**config.mk**
```make
export PLATFORM = sky130hd
export DESIGN_NAME = freq_meas_sequencer
export DESIGN_NICKNAME = d
export VERILOG_FILES = /design/src/rtl/freq_meas_pkg.sv /design/src/rtl/freq_meas_watchdog.sv /design/src/rtl/freq_meas_sequencer.sv
export SDC_FILE = /design/constraint.sdc
export NUM_CORES = 1
export LEC_CHECK = 0
export BUFFER_PORTS_ARGS = -buffer_cell sky130_fd_sc_hd__buf_2
export CAP_MARGIN = 40
export CORE_AREA = 2 2 189 191
export CTS_CLUSTER_SIZE = 14
export DETAILED_ROUTE_END_ITERATION = 10
export DIE_AREA = 0 0 191 193
export PLACE_DENSITY_LB_ADDON = 0.12
export SLEW_MARGIN = 10
export SYNTH_ARGS = -nofsm -noshare
export SYNTH_HDL_FRONTEND = slang
export SYNTH_HIERARCHICAL = 1
export SYNTH_SLANG_ARGS = --single-unit
```
**constraint.sdc**
```tcl
create_clock -name clk_out1 -period 3.2 [get_ports clk_out1]
set_clock_uncertainty 0.05 [all_clocks]
set_input_delay 0.48 -clock clk_out1 [delete_from_list [all_inputs] [get_ports clk_out1]]
set_output_delay 0.48 -clock clk_out1 [all_outputs]
set_load 0.005 [all_outputs]
```
**src/rtl/freq_meas_pkg.sv**
```systemverilog
// Shared state encoding and default sizing for the frequency-measurement sequencer.
package freq_meas_pkg;

  localparam int          CNT_W_DEF       = 32;
  localparam int          WD_W            = 32;
  localparam logic [15:0] START_DELAY_DEF = 16'h1111;
  localparam logic [31:0] TIMEOUT_DEF     = 32'd200_000_000;

  typedef enum logic [2:0] {
    ST_IDLE     = 3'd0,
    ST_WAIT_DLY = 3'd1,
    ST_ARM      = 3'd2,
    ST_RUN      = 3'd3,
    ST_HOLD     = 3'd4
  } state_t;

endpackage

```
**src/rtl/freq_meas_watchdog.sv**
```systemverilog
// Saturating run watchdog: clear has priority, counts while enabled, flags the last allowed cycle.
module freq_meas_watchdog
  import freq_meas_pkg::*;
#(
  parameter logic [WD_W-1:0] LIMIT = TIMEOUT_DEF
) (
  input  logic clk_out1,
  input  logic rst_n,
  input  logic clr,
  input  logic en,
  output logic expired
);

  logic [WD_W-1:0] cnt_r;

  // Run-length counter; sticks at all-ones so it can never wrap back below LIMIT.
  always_ff @(posedge clk_out1 or negedge rst_n) begin
    if (!rst_n) begin
      cnt_r <= {WD_W{1'b0}};
    end else if (clr) begin
      cnt_r <= {WD_W{1'b0}};
    end else if (en && (cnt_r != {WD_W{1'b1}})) begin
      cnt_r <= cnt_r + {{(WD_W-1){1'b0}}, 1'b1};
    end else begin
      cnt_r <= cnt_r;
    end
  end

  assign expired = (cnt_r == (LIMIT - {{(WD_W-1){1'b0}}, 1'b1}));

endmodule

```
**src/rtl/freq_meas_sequencer.sv**
```systemverilog
// Schedules repeated measurement runs, snapshots datapath counts into a valid/ready
// result port, and aborts runs whose finished edge never arrives.
module freq_meas_sequencer
  import freq_meas_pkg::*;
#(
  parameter int          CNT_W       = CNT_W_DEF,
  parameter logic [15:0] START_DELAY = START_DELAY_DEF,
  parameter logic [31:0] TIMEOUT     = TIMEOUT_DEF
) (
  input  logic             clk_out1,
  input  logic             rst_n,
  input  logic             enable,
  output logic             meas_start,
  input  logic             meas_busy,
  input  logic             meas_finished,
  input  logic [CNT_W-1:0] time_cnt,
  input  logic [CNT_W-1:0] sig_cnt1,
  input  logic [CNT_W-1:0] sig_cnt2,
  input  logic [CNT_W-1:0] sig_cnt3,
  output logic             res_valid,
  input  logic             res_ready,
  output logic [CNT_W-1:0] res_time,
  output logic [CNT_W-1:0] res_cnt1,
  output logic [CNT_W-1:0] res_cnt2,
  output logic [CNT_W-1:0] res_cnt3,
  output logic [15:0]      run_count,
  output logic             timeout_err,
  output logic             led_on
);

  state_t           state_r, next_state_s;
  logic [15:0]      dly_cnt_r;
  logic             finished_d_r;
  logic             meas_start_r, res_valid_r, timeout_err_r, led_on_r;
  logic [15:0]      run_count_r;
  logic [CNT_W-1:0] res_time_r, res_cnt1_r, res_cnt2_r, res_cnt3_r;

  logic fin_rise_s, dly_done_s, wd_expired_s, accept_s;
  logic capture_s, abort_s, wd_clr_s, wd_en_s;
  logic unused_busy_s;

  // Busy is status-only from the datapath and deliberately plays no part in sequencing.
  assign unused_busy_s = meas_busy;

  assign fin_rise_s = meas_finished & ~finished_d_r;
  assign dly_done_s = (dly_cnt_r == (START_DELAY - 16'd1));
  assign accept_s   = (state_r == ST_HOLD) & res_valid_r & res_ready;

  freq_meas_watchdog #(.LIMIT(TIMEOUT)) u_watchdog (
    .clk_out1 (clk_out1),
    .rst_n    (rst_n),
    .clr      (wd_clr_s),
    .en       (wd_en_s),
    .expired  (wd_expired_s)
  );

  // State register.
  always_ff @(posedge clk_out1 or negedge rst_n) begin
    if (!rst_n) state_r <= ST_IDLE;
    else        state_r <= next_state_s;
  end

  // Next-state logic; a finished edge beats a same-cycle watchdog expiry.
  always_comb begin
    next_state_s = state_r;
    case (state_r)
      ST_IDLE: begin
        if (enable) next_state_s = ST_WAIT_DLY;
        else        next_state_s = ST_IDLE;
      end
      ST_WAIT_DLY: begin
        if (!enable)        next_state_s = ST_IDLE;
        else if (dly_done_s) next_state_s = ST_ARM;
        else                next_state_s = ST_WAIT_DLY;
      end
      ST_ARM: next_state_s = ST_RUN;
      ST_RUN: begin
        if (fin_rise_s)        next_state_s = ST_HOLD;
        else if (wd_expired_s) next_state_s = ST_WAIT_DLY;
        else                   next_state_s = ST_RUN;
      end
      ST_HOLD: begin
        if (accept_s) next_state_s = enable ? ST_WAIT_DLY : ST_IDLE;
        else          next_state_s = ST_HOLD;
      end
      default: next_state_s = ST_IDLE;
    endcase
  end

  // Per-state control strobes for the datapath registers and the watchdog.
  always_comb begin
    capture_s = 1'b0;
    abort_s   = 1'b0;
    wd_clr_s  = 1'b0;
    wd_en_s   = 1'b0;
    case (state_r)
      ST_ARM: wd_clr_s = 1'b1;
      ST_RUN: begin
        wd_en_s = 1'b1;
        if (fin_rise_s) begin
          capture_s = 1'b1;
        end else begin
          abort_s = wd_expired_s;
        end
      end
      default: begin
        capture_s = 1'b0;
        abort_s   = 1'b0;
      end
    endcase
  end

  // Inter-run delay counter restarts from zero every time WAIT_DLY is entered.
  always_ff @(posedge clk_out1 or negedge rst_n) begin
    if (!rst_n)                       dly_cnt_r <= 16'd0;
    else if (state_r == ST_WAIT_DLY)  dly_cnt_r <= dly_cnt_r + 16'd1;
    else                              dly_cnt_r <= 16'd0;
  end

  // Finished edge detector and the registered start pulse.
  always_ff @(posedge clk_out1 or negedge rst_n) begin
    if (!rst_n) begin
      finished_d_r <= 1'b0;
      meas_start_r <= 1'b0;
    end else begin
      finished_d_r <= meas_finished;
      meas_start_r <= (next_state_s == ST_ARM);
    end
  end

  // Result bank only loads on a finished edge, so it stays frozen throughout HOLD.
  always_ff @(posedge clk_out1 or negedge rst_n) begin
    if (!rst_n) begin
      res_time_r <= {CNT_W{1'b0}};
      res_cnt1_r <= {CNT_W{1'b0}};
      res_cnt2_r <= {CNT_W{1'b0}};
      res_cnt3_r <= {CNT_W{1'b0}};
    end else if (capture_s) begin
      res_time_r <= time_cnt;
      res_cnt1_r <= sig_cnt1;
      res_cnt2_r <= sig_cnt2;
      res_cnt3_r <= sig_cnt3;
    end else begin
      res_time_r <= res_time_r;
      res_cnt1_r <= res_cnt1_r;
      res_cnt2_r <= res_cnt2_r;
      res_cnt3_r <= res_cnt3_r;
    end
  end

  // Handshake, completed-run count, sticky watchdog error and activity LED.
  always_ff @(posedge clk_out1 or negedge rst_n) begin
    if (!rst_n) begin
      res_valid_r   <= 1'b0;
      run_count_r   <= 16'd0;
      timeout_err_r <= 1'b0;
      led_on_r      <= 1'b0;
    end else begin
      if (capture_s)     res_valid_r <= 1'b1;
      else if (accept_s) res_valid_r <= 1'b0;
      else               res_valid_r <= res_valid_r;

      if (accept_s) run_count_r <= run_count_r + 16'd1;
      else          run_count_r <= run_count_r;

      if (abort_s)       timeout_err_r <= 1'b1;
      else if (accept_s) timeout_err_r <= 1'b0;
      else               timeout_err_r <= timeout_err_r;

      if (state_r == ST_ARM) led_on_r <= 1'b1;
      else                   led_on_r <= led_on_r;
    end
  end

  assign meas_start  = meas_start_r;
  assign res_valid   = res_valid_r;
  assign res_time    = res_time_r;
  assign res_cnt1    = res_cnt1_r;
  assign res_cnt2    = res_cnt2_r;
  assign res_cnt3    = res_cnt3_r;
  assign run_count   = run_count_r;
  assign timeout_err = timeout_err_r;
  assign led_on      = led_on_r;

endmodule

```
# Word level (Yosys, flattened, before mapping)
# Cells that the tools add are included.
# Widths: inputs -> output; s select.
# totals
regBits	200
latchBits	0
ramBits	0
rom_bits	0
input_bits	134
elab_cells	52
n_memories	0
# classes
addsub	3
mul	0
n_div	0
n_lt_le_gt_ge	0
eq_ne	8
n_shift	0
muxes	19
n_bitwise	4
reduce_logical	5
# op_table
op	count
$mux 32	2
$add 16x1->16 const B	2
$add 32x1->32 const B	1
$eq 32x28->1 const B	1
$ne 32x32->1 const B	1
$eq 16x13->1 const B	1
$mux 16	1
$pmux 3 s5	1
$mux 1	10
$eq 3x2->1 const B	3
$mux 2	3
$mux 3	2
$reduce_bool 2->1	3
$and 1x1->1	3
$eq 3x1->1 const B	1
$eq 3x3->1 const B	1
$logic_not 3->1	1
$logic_and 1x1->1	1
$not 1->1	1

# Depth between registers and ports, before layout
# Gate-level depths: netlist of the first run.
# logic_depth
depth_word	6
ltp_mapped	11
ltp_nobuf	7

# By module
# Netlist of the first run, hierarchy kept.
# modules_own_cells
mod	n_inst	cells_per_inst	area_each_um2	seq_area_each_um2
freq_meas_sequencer	1	449	6630.1	4204.0
freq_meas_watchdog	1	226	1964.4	800.8

# Least setup slack after synthesis of the first run
# OpenSTA, ideal clock, no wires.
# synth_path
path_kind	flip-flop to flip-flop
startpoint	register state_r[2]
endpoint	register u_watchdog.cnt_r[31]
setup_ns	0.078
arrival_ns	2.748
required_ns	3.072
path_slack_ns	0.324
path_stages_with_launch	12
cell_sequence	dfrtp_1 -> buf_4 -> nand3b_4 -> inv_1 -> buf_4 -> inv_2 -> or4_1 -> buf_2 -> or4_1 -> buf_2 -> or4_1 -> a21oi_1
# synth_between
elab_chain_cells	4
word_cells_on_any_way	7
cone_classes	2 x eq/ne; 3 x mux; 2 x reduce/logical
# synth_lines
item	line	rtl
from (decl)	freq_meas_sequencer.sv:31	state_t state_r, next_state_s;
from (signal assigned)	freq_meas_sequencer.sv:60	else state_r <= next_state_s;
$eq 3x2->1	freq_meas_sequencer.sv:96	case (state_r)
$mux 1	freq_meas_sequencer.sv:96	
named net wd_en_s	freq_meas_sequencer.sv:39	logic capture_s, abort_s, wd_clr_s, wd_en_s;
$logic_and 1x1->1	freq_meas_watchdog.sv:22	end else if (en && (cnt_r != {WD_W{1'b1}})) begin
$reduce_bool 2->1 (no source line)	-	
to (signal assigned)	freq_meas_watchdog.sv:21	cnt_r <= {WD_W{1'b0}};
to (signal assigned)	freq_meas_watchdog.sv:23	cnt_r <= cnt_r + {{(WD_W-1){1'b0}}, 1'b1};
to (signal assigned)	freq_meas_watchdog.sv:25	cnt_r <= cnt_r;
to (decl)	freq_meas_watchdog.sv:14	logic [WD_W-1:0] cnt_r;
# The timed path passes the listed nets, and every way through them passes these cells.
# A chain may end at the register's enable or synchronous reset.

# Worst setup path in the final report of the first run
# layout_path
startpoint	register state_r[1]
endpoint	register u_watchdog.cnt_r[31]
# Same word-level chain as after synthesis.

==> flow_summary.json, run 1 <==
{
  "status": "complete, no violations",
  "fmax_mhz": 338,
  "die_w_um": 191,
  "cp_common_cell": "or4_1",
  "synth_area_mm2": 0.00859,
  "rsz0062_at_grt": "false",
  "synth_enable_flop_cells": 0,
  "power.density_mw_per_mm2": 470,
  "h-tree-depth": 4,
  "cts_tree": "yes",
  "via_per_inst": 4.39,
  "rr_startpoint": "state_r[1]",
  "syn-num-nets": 813,
  "fillCellCount": 3556,
  "clk_latency_ns": 0.44,
  "routed_wl_mm": 22.9,
  "antenna_found_initial": 0,
  "cts_buffers": 17,
  "ys_seq_elements": 200,
  "cts_buffer_depth": 2,
  "grt_pass1_vias": 6241,
  "gp_congestion": 0.728,
  "postLayoutCoreUtil_pct": 32.2,
  "final.setup.tns_ns": 0,
  "area_growth_pct": 30.9,
  "path_cells": "nand3b_4, inv_1, inv_2, or4_1, or4_1, or4_1, a21oi_1",
  "worst_ir_drop_vdd_mv": 0.350,
  "drtPass1Iterations": 6,
  "chipHeight_um": 193,
  "antennaDiodeCount": 0,
  "rows": 69,
  "critical_path_class": "reg2reg",
  "grt_pass1_wl_mm": 36.0,
  "grt_max_degree": 74,
  "vias": 6304,
  "drc": 0,
  "grt_util_all_layers_pct": 12.6,
  "end_kind": "flip-flop",
  "hp-class": "in2reg",
  "synth_ff_type": "dfrtp_1",
  "relSlewSlack_pct": 42.1,
  "initial_core_util_pct": 24.6,
  "cts.repair.resized": 0,
  "gr-total-overflow": 0,
  "wl_per_cell_um": 16.0,
  "path_max_fanout": 14,
  "min_period_ns": 2.96,
  "die_area_mm2": 0.0369,
  "setup_viol": 0,
  "synth_cell_types": 53,
  "drv_slew": 0,
  "multi_input_area_mm2": 0.00338,
  "startpoint_type": "flip-flop",
  "synth.avg_cell_area_um2": 12.7,
  "clk_pin_slew_worst_paths_ns": 0.08,
  "holdCritStartpoint": "meas_finished",
  "ant_nets": 0,
  "crit_start": "state_r[1]",
  "required_ns": 3.52,
  "cap_violations": 0,
  "portBuffers": 280,
  "netlist_instances": 675,
  "cts.sinks": 200,
  "drive_gt1_share_pct": 49.3,
  "ys_seq_area_share_pct": 58.2,
  "cts-root-buf": "clkbuf_16",
  "ys_async_sr_fraction_pct": 100,
  "finalHoldViolations": 0,
  "hold_buffers": 1,
  "max_stage_delay_ns": 0.68,
  "drt_iter0_drc": 264,
  "ys.warnings.count": 6,
  "io_pins": 282,
  "critPathArrivalTime_ns": 3.28,
  "regArea_mm2": 0.00500,
  "worst_slew_pin_slew_ns": 0.861,
  "core_mm2": 0.0350,
  "dpl.hpwl_mm": 16.7,
  "critPathSlowestCell": "or4_1",
  "post_cts_buffers": 0,
  "power.leakage_nw": 5.44,
  "finalCritPeriodShare_pct": 92.5,
  "layout.nets": 1099
}
state kept, by name (all words and copies together) (netlist names):
register / cells
led_on: 1
res_cnt2: 32
res_cnt1: 32
timeout_err: 1
state_r: 3
run_count: 16
dly_cnt_r: 16
res_valid: 1
res_cnt3: 32
finished_d_r: 1
u_watchdog/cnt_r: 32
res_time: 32
meas_start: 1
cell families after synthesis:
family	after synthesis	share of synthesized area, %
DFF	200	58.2
and+or+nand+nor	198	13.7
muxes	130	17.0
AOI/OAI and AO/OA	68	4.79
buffers and inverters	45	2.66
xor gates and xnor gates	30	3.06
adders and majority gates	4	0.582
cell type report:
cell class / count / area share, %
timing repair buffer: 301 / 14.6
tap: 461 / 5.13
multi-input combinational: 430 / 30.0
inverter: 11 / 0.367
clock buffer: 17 / 3.78
sequential: 200 / 44.5
clock inverter: 15 / 1.62
routing by layer:
metal,global-route usage [%],up-vias,routed length [um]
met2,20.3,195,10500
met1,16.5,3062,10600
met3,3.69,15,1600
met5,0,-,0
li1,-,3032,-
met4,3.76,0,263
cell usage after synthesis (3+ instances only):
library cell,n,area share (%)
a21oi_1,30,1.7
and2_1,5,0.36
and3_1,4,0.29
and4_1,7,0.71
buf_2,6,0.35
buf_4,12,1.0
clkbuf_1,14,0.61
dfrtp_1,200,58
ha_1,4,0.58
inv_1,10,0.44
mux2_2,129,17
nand2_1,30,1.3
nand2b_1,3,0.22
nand3_1,26,1.5
nand4_1,19,1.4
nor2_1,28,1.2
nor3_1,9,0.52
nor3b_1,3,0.26
nor4_1,10,0.73
nor4b_1,3,0.31
o21ai_0,14,0.82
o31ai_1,15,1.3
or2_2,3,0.22
or3_1,14,1.0
or4_1,16,1.4
or4_2,4,0.41
xnor2_1,22,2.2
xor2_1,8,0.82
per-stage QoR:
step / power [mW] / area (um^2) / setup WS, ns / hold slack [ns] / cells
final: 5.29 / 11300 / 0.241 / 0.117 / 1435
after global routing: 5.58 / 11300 / 0.0825 / 0.0964 / 1435
after CTS: 5.42 / 11300 / 0.233 / 0.0835 / 1435
after detailed placement: 3.09 / 10600 / 0.271 / 0.416 / 1402
after global placement: 3.09 / 10600 / 0.310 / 0.409 / 1401
after floorplan: 2.83 / 8590 / 0.324 / 0.134 / 675
cell usage in the layout (no fill, tap or decap), types with 2 or more instances in the layout:
cell type	Yosys	routed
or3_1	14	14
nor3b_1	3	2
inv_6	0	5
o31ai_1	15	15
o21ai_0	14	14
nand2b_1	3	3
xor2_1	8	8
mux2_2	129	129
or4_2	4	4
ha_1	4	4
nor4b_1	3	3
clkinvlp_4	0	2
nand4b_1	2	2
and3_1	4	4
dfrtp_1	200	200
nand4_1	19	19
buf_2	6	279
bufinv_16	0	2
nor4_4	1	2
xnor2_1	22	22
or2_2	3	3
and4_1	7	7
nor3_1	9	9
inv_1	10	10
a21oi_1	30	30
and2_1	5	5
buf_12	0	5
or4_1	16	16
clkbuf_16	0	17
buf_4	12	14
nor2b_1	2	2
nor4_1	10	10
nor2_1	28	28
nand3_1	26	26
inv_8	0	3
nand2_1	30	30
worst max-delay path, delay by kind of cell, from the launching register on:
family,cells,cell delay (ns)
compound gates,1,0.15
simple gates,4,1.94
flops,1,0.53
buf+inv,2,0.21
power by group:
group	internal, mW	switching (mW)
registers	2.62	0.0524
clock network	1.19	1.08
logic	0.190	0.166
total	3.99	1.30
worst paths after layout:
| check | end | slack (ns) | cells after the start |
|---|---|---|---|
| min in group asynchronous | res_cnt1[3] | 0.51 | 2 |
| setup / recovery | u_watchdog/cnt_r[31] | 0.24 | 7 |
| hold reg to reg | run_count[15] | 0.42 | 1 |
| hold / removal | finished_d_r | 0.12 | 1 |
| max in group asynchronous | res_cnt3[29] | 1.70 | 3 |
| setup reg to reg | u_watchdog/cnt_r[31] | 0.24 | 7 |
No activity file was read; power rests on OpenSTA's default activity.
==> inputs of run 2 (changes only) <==
--- a/config.mk
+++ b/config.mk
@@ -7,13 +7,12 @@
 export LEC_CHECK = 0
 export BUFFER_PORTS_ARGS = -buffer_cell sky130_fd_sc_hd__buf_2
 export CAP_MARGIN = 40
-export CORE_AREA = 2 2 189 191
+export CORE_AREA = 2 2 188 190
 export CTS_CLUSTER_SIZE = 14
 export DETAILED_ROUTE_END_ITERATION = 10
-export DIE_AREA = 0 0 191 193
+export DIE_AREA = 0 0 190 192
 export PLACE_DENSITY_LB_ADDON = 0.12
 export SLEW_MARGIN = 10
 export SYNTH_ARGS = -nofsm -noshare
 export SYNTH_HDL_FRONTEND = slang
-export SYNTH_HIERARCHICAL = 1
 export SYNTH_SLANG_ARGS = --single-unit
==> run 2 against run 1 <==
Total power is 2.0% lower. Largest cell class unchanged. Final cell count is 2.0% lower. Critical path type unchanged. Flip-flop and latch count stayed put.
==> flow_summary.json, run 2 <==
{
  "cts-root-buf": "clkbuf_16",
  "gr-total-overflow": 0,
  "initial_core_util_pct": 24.8,
  "ys_seq_elements": 200,
  "antenna_found_initial": 0,
  "power.density_mw_per_mm2": 469,
  "ys_seq_area_share_pct": 59.0,
  "grt_max_degree": 57,
  "fmax_mhz": 424,
  "dp_slack_ns": 0.807,
  "yosysMostFrequentCell": "dfrtp_1",
  "portBuffers": 280,
  "startpoint_type": "flip-flop",
  "status": "complete, no violations",
  "worst_ir_drop_vdd_mv": 0.447,
  "fin_ws_ns": 0.840,
  "area_growth_pct": 30.2,
  "yosys.area.top_type": "dfrtp_1",
  "synthXorXnorAreaFrac_pct": 4.23,
  "synth.avg_cell_area_um2": 13.0,
  "synth_cell_types": 52,
  "final_common_cell": "buf_2",
  "synth-compound-area-share_pct": 4.66,
  "whs_path_depth": 1,
  "dpl.hpwl_mm": 16.9,
  "synth_top_family_by_area": "multiplexers",
  "regArea_mm2": 0.00500,
  "path_max_fanout": 8,
  "critPathSlowestCell": "nor4_1",
  "grt_util_all_layers_pct": 13.0,
  "path_cells": "nand4_2, nor4_1, nand3_1, mux2_1, a22o_1",
  "setup_viol": 0,
  "cts_tree": "yes",
  "cts.sinks": 200,
  "min_to": "finished_d_r",
  "chipHeight_um": 192,
  "holdCritStartpoint": "meas_finished",
  "most-common-layout-cells": "279 x buf_2, 200 x dfrtp_1, 128 x mux2_2",
  "grt_pass1_wl_mm": 36.3,
  "yosys.area_share.simple_pct": 12.4,
  "min_period_ns": 2.36,
  "ant_nets": 0,
  "wl_per_cell_um": 16.5,
  "drive_gt1_share_pct": 48.6,
  "drv_slew": 0,
  "end_kind": "flip-flop",
  "cts_buffer_depth": 2,
  "synth.area.mux_share_pct": 17.3,
  "required_ns": 3.47,
  "via_per_inst": 4.34,
  "rr_startpoint": "u_watchdog.cnt_r[18]",
  "drtPass1Iterations": 4,
  "grt_pass1_vias": 6413,
  "yosys.area_share.adder_pct": 0.590,
  "clk_latency_ns": 0.45,
  "reg2reg_setup_slack_ns": 0.84,
  "post-synth-top-area-fraction_pct": 59.0,
  "synth_ff_type": "dfrtp_1",
  "ys_async_sr_fraction_pct": 100,
  "gp_congestion": 0.720,
  "rows": 68,
  "ys_top_cells_by_area": "dfrtp_1 59%, mux2_2 17%, xor2_1 2.7%",
  "die_w_um": 190,
  "drt_iter0_drc": 194,
  "max_stage_delay_ns": 0.60,
  "final.setup.tns_ns": 0,
  "antennaDiodeCount": 0,
  "synth_enable_flop_cells": 0,
  "die_area_mm2": 0.0365,
  "path_depth": 5,
  "core_mm2": 0.0343,
  "h-tree-depth": 4,
  "synth_area_mm2": 0.00849,
  "drc": 0,
  "worst_slew_pin_slew_ns": 0.776,
  "cap_violations": 0,
  "finalHoldViolations": 0,
  "path_buf_inv": 0,
  "power.leakage_nw": 5.46,
  "io_pins": 282,
  "clk_pin_slew_worst_paths_ns": 0.07,
  "hp-class": "in2reg",
  "critPathArrivalTime_ns": 2.63,
  "ys_top_cells_by_count": "200 x dfrtp_1, 128 x mux2_2, 41 x nor2_1, 37 x nand2_1, 26 x xor2_1",
  "cts_buffers": 17,
  "relSlewSlack_pct": 47.9,
  "ys.warnings.count": 0,
  "r2r-end": "u_watchdog.cnt_r[0]",
  "layout.nets": 1076,
  "rr_worst_depth": 5,
  "critical_path_class": "reg2reg",
  "syn-num-nets": 789,
  "rsz0062_at_grt": "false",
  "finalCritPeriodShare_pct": 73.8,
  "cts.repair.resized": 0,
  "routed_wl_mm": 23.2,
  "vias": 6109,
  "netlist_instances": 651,
  "multi_input_area_mm2": 0.00334,
  "critical-path-top-delay-family": "simple AND/OR/NAND/NOR gates",
  "fillCellCount": 3530
}
## run 2: worst max-delay path by stage
stage,startpoint,to,slack (ns)
after global placement,state_r[1],res_cnt1[8],0.85
after floorplan,u_watchdog.cnt_r[18],u_watchdog.cnt_r[5],1.22
after global routing,state_r[0],u_watchdog.cnt_r[31],0.65
final,u_watchdog.cnt_r[18],u_watchdog.cnt_r[0],0.84
after CTS,state_r[1],res_cnt2[6],0.81
after detailed placement,state_r[1],res_cnt2[6],0.81
## run 2: layout make-up
cell class                      instances  area share, %
Sequential cell                       200           45.3
Multi-Input combinational cell        419           30.2
Timing Repair Buffer                  293           14.1
Tap cell                              455           5.15
Clock buffer                           23           4.14
Clock inverter                          9          0.849
Inverter                                7          0.238
## run 2: power breakdown
group	total [mW]	internal [mW]	switching, mW
clock	2.11	1.10	1.00
sequential	2.69	2.63	0.0628
combinational	0.388	0.208	0.180
## run 2: logic make-up (layout without fill, tap and decap cells)
family | Yosys count | count (layout)
buf+inv | 32 | 332
simple gates | 189 | 189
mux | 131 | 131
compound gates | 54 | 54
fa+ha+maj | 4 | 4
flops | 200 | 200
xor+xnor | 41 | 41
## run 2: per-stage QoR
stage	power (mW)	area [um^2]	hold slack [ns]	utilization, %	std cells
final	5.18	11100	0.112	32.2	1406
after global routing	5.46	11100	0.0769	32.2	1406
after CTS	5.32	11100	0.0752	32.2	1406
after detailed placement	3.14	10500	0.408	30.6	1373
after global placement	3.14	10500	0.402	30.6	1373
after floorplan	2.86	8490	0.134	-	651
## run 2: repair_timing
item	in CTS	in global routing
buffers inserted	0	0
hold buffers	1	0
endpoints found under the hold margin	52	0
## run 2: per-layer routing
layer / vias to the layer above / wire (um) / global-route usage, %
met2: 193 / 11400 / 21.3
met3: 22 / 1710 / 4.75
met5: - / 0 / 0
met1: 2985 / 9710 / 15.4
met4: 0 / 438 / 5.04
li1: 2909 / - / -
## run 2: worst reg2reg max path, delay by kind of cell (launching register included)
kind            cells  cell delay [ns]
flops               1             0.50
mux                 1             0.40
compound gates      1             0.18
simple gates        3             1.10
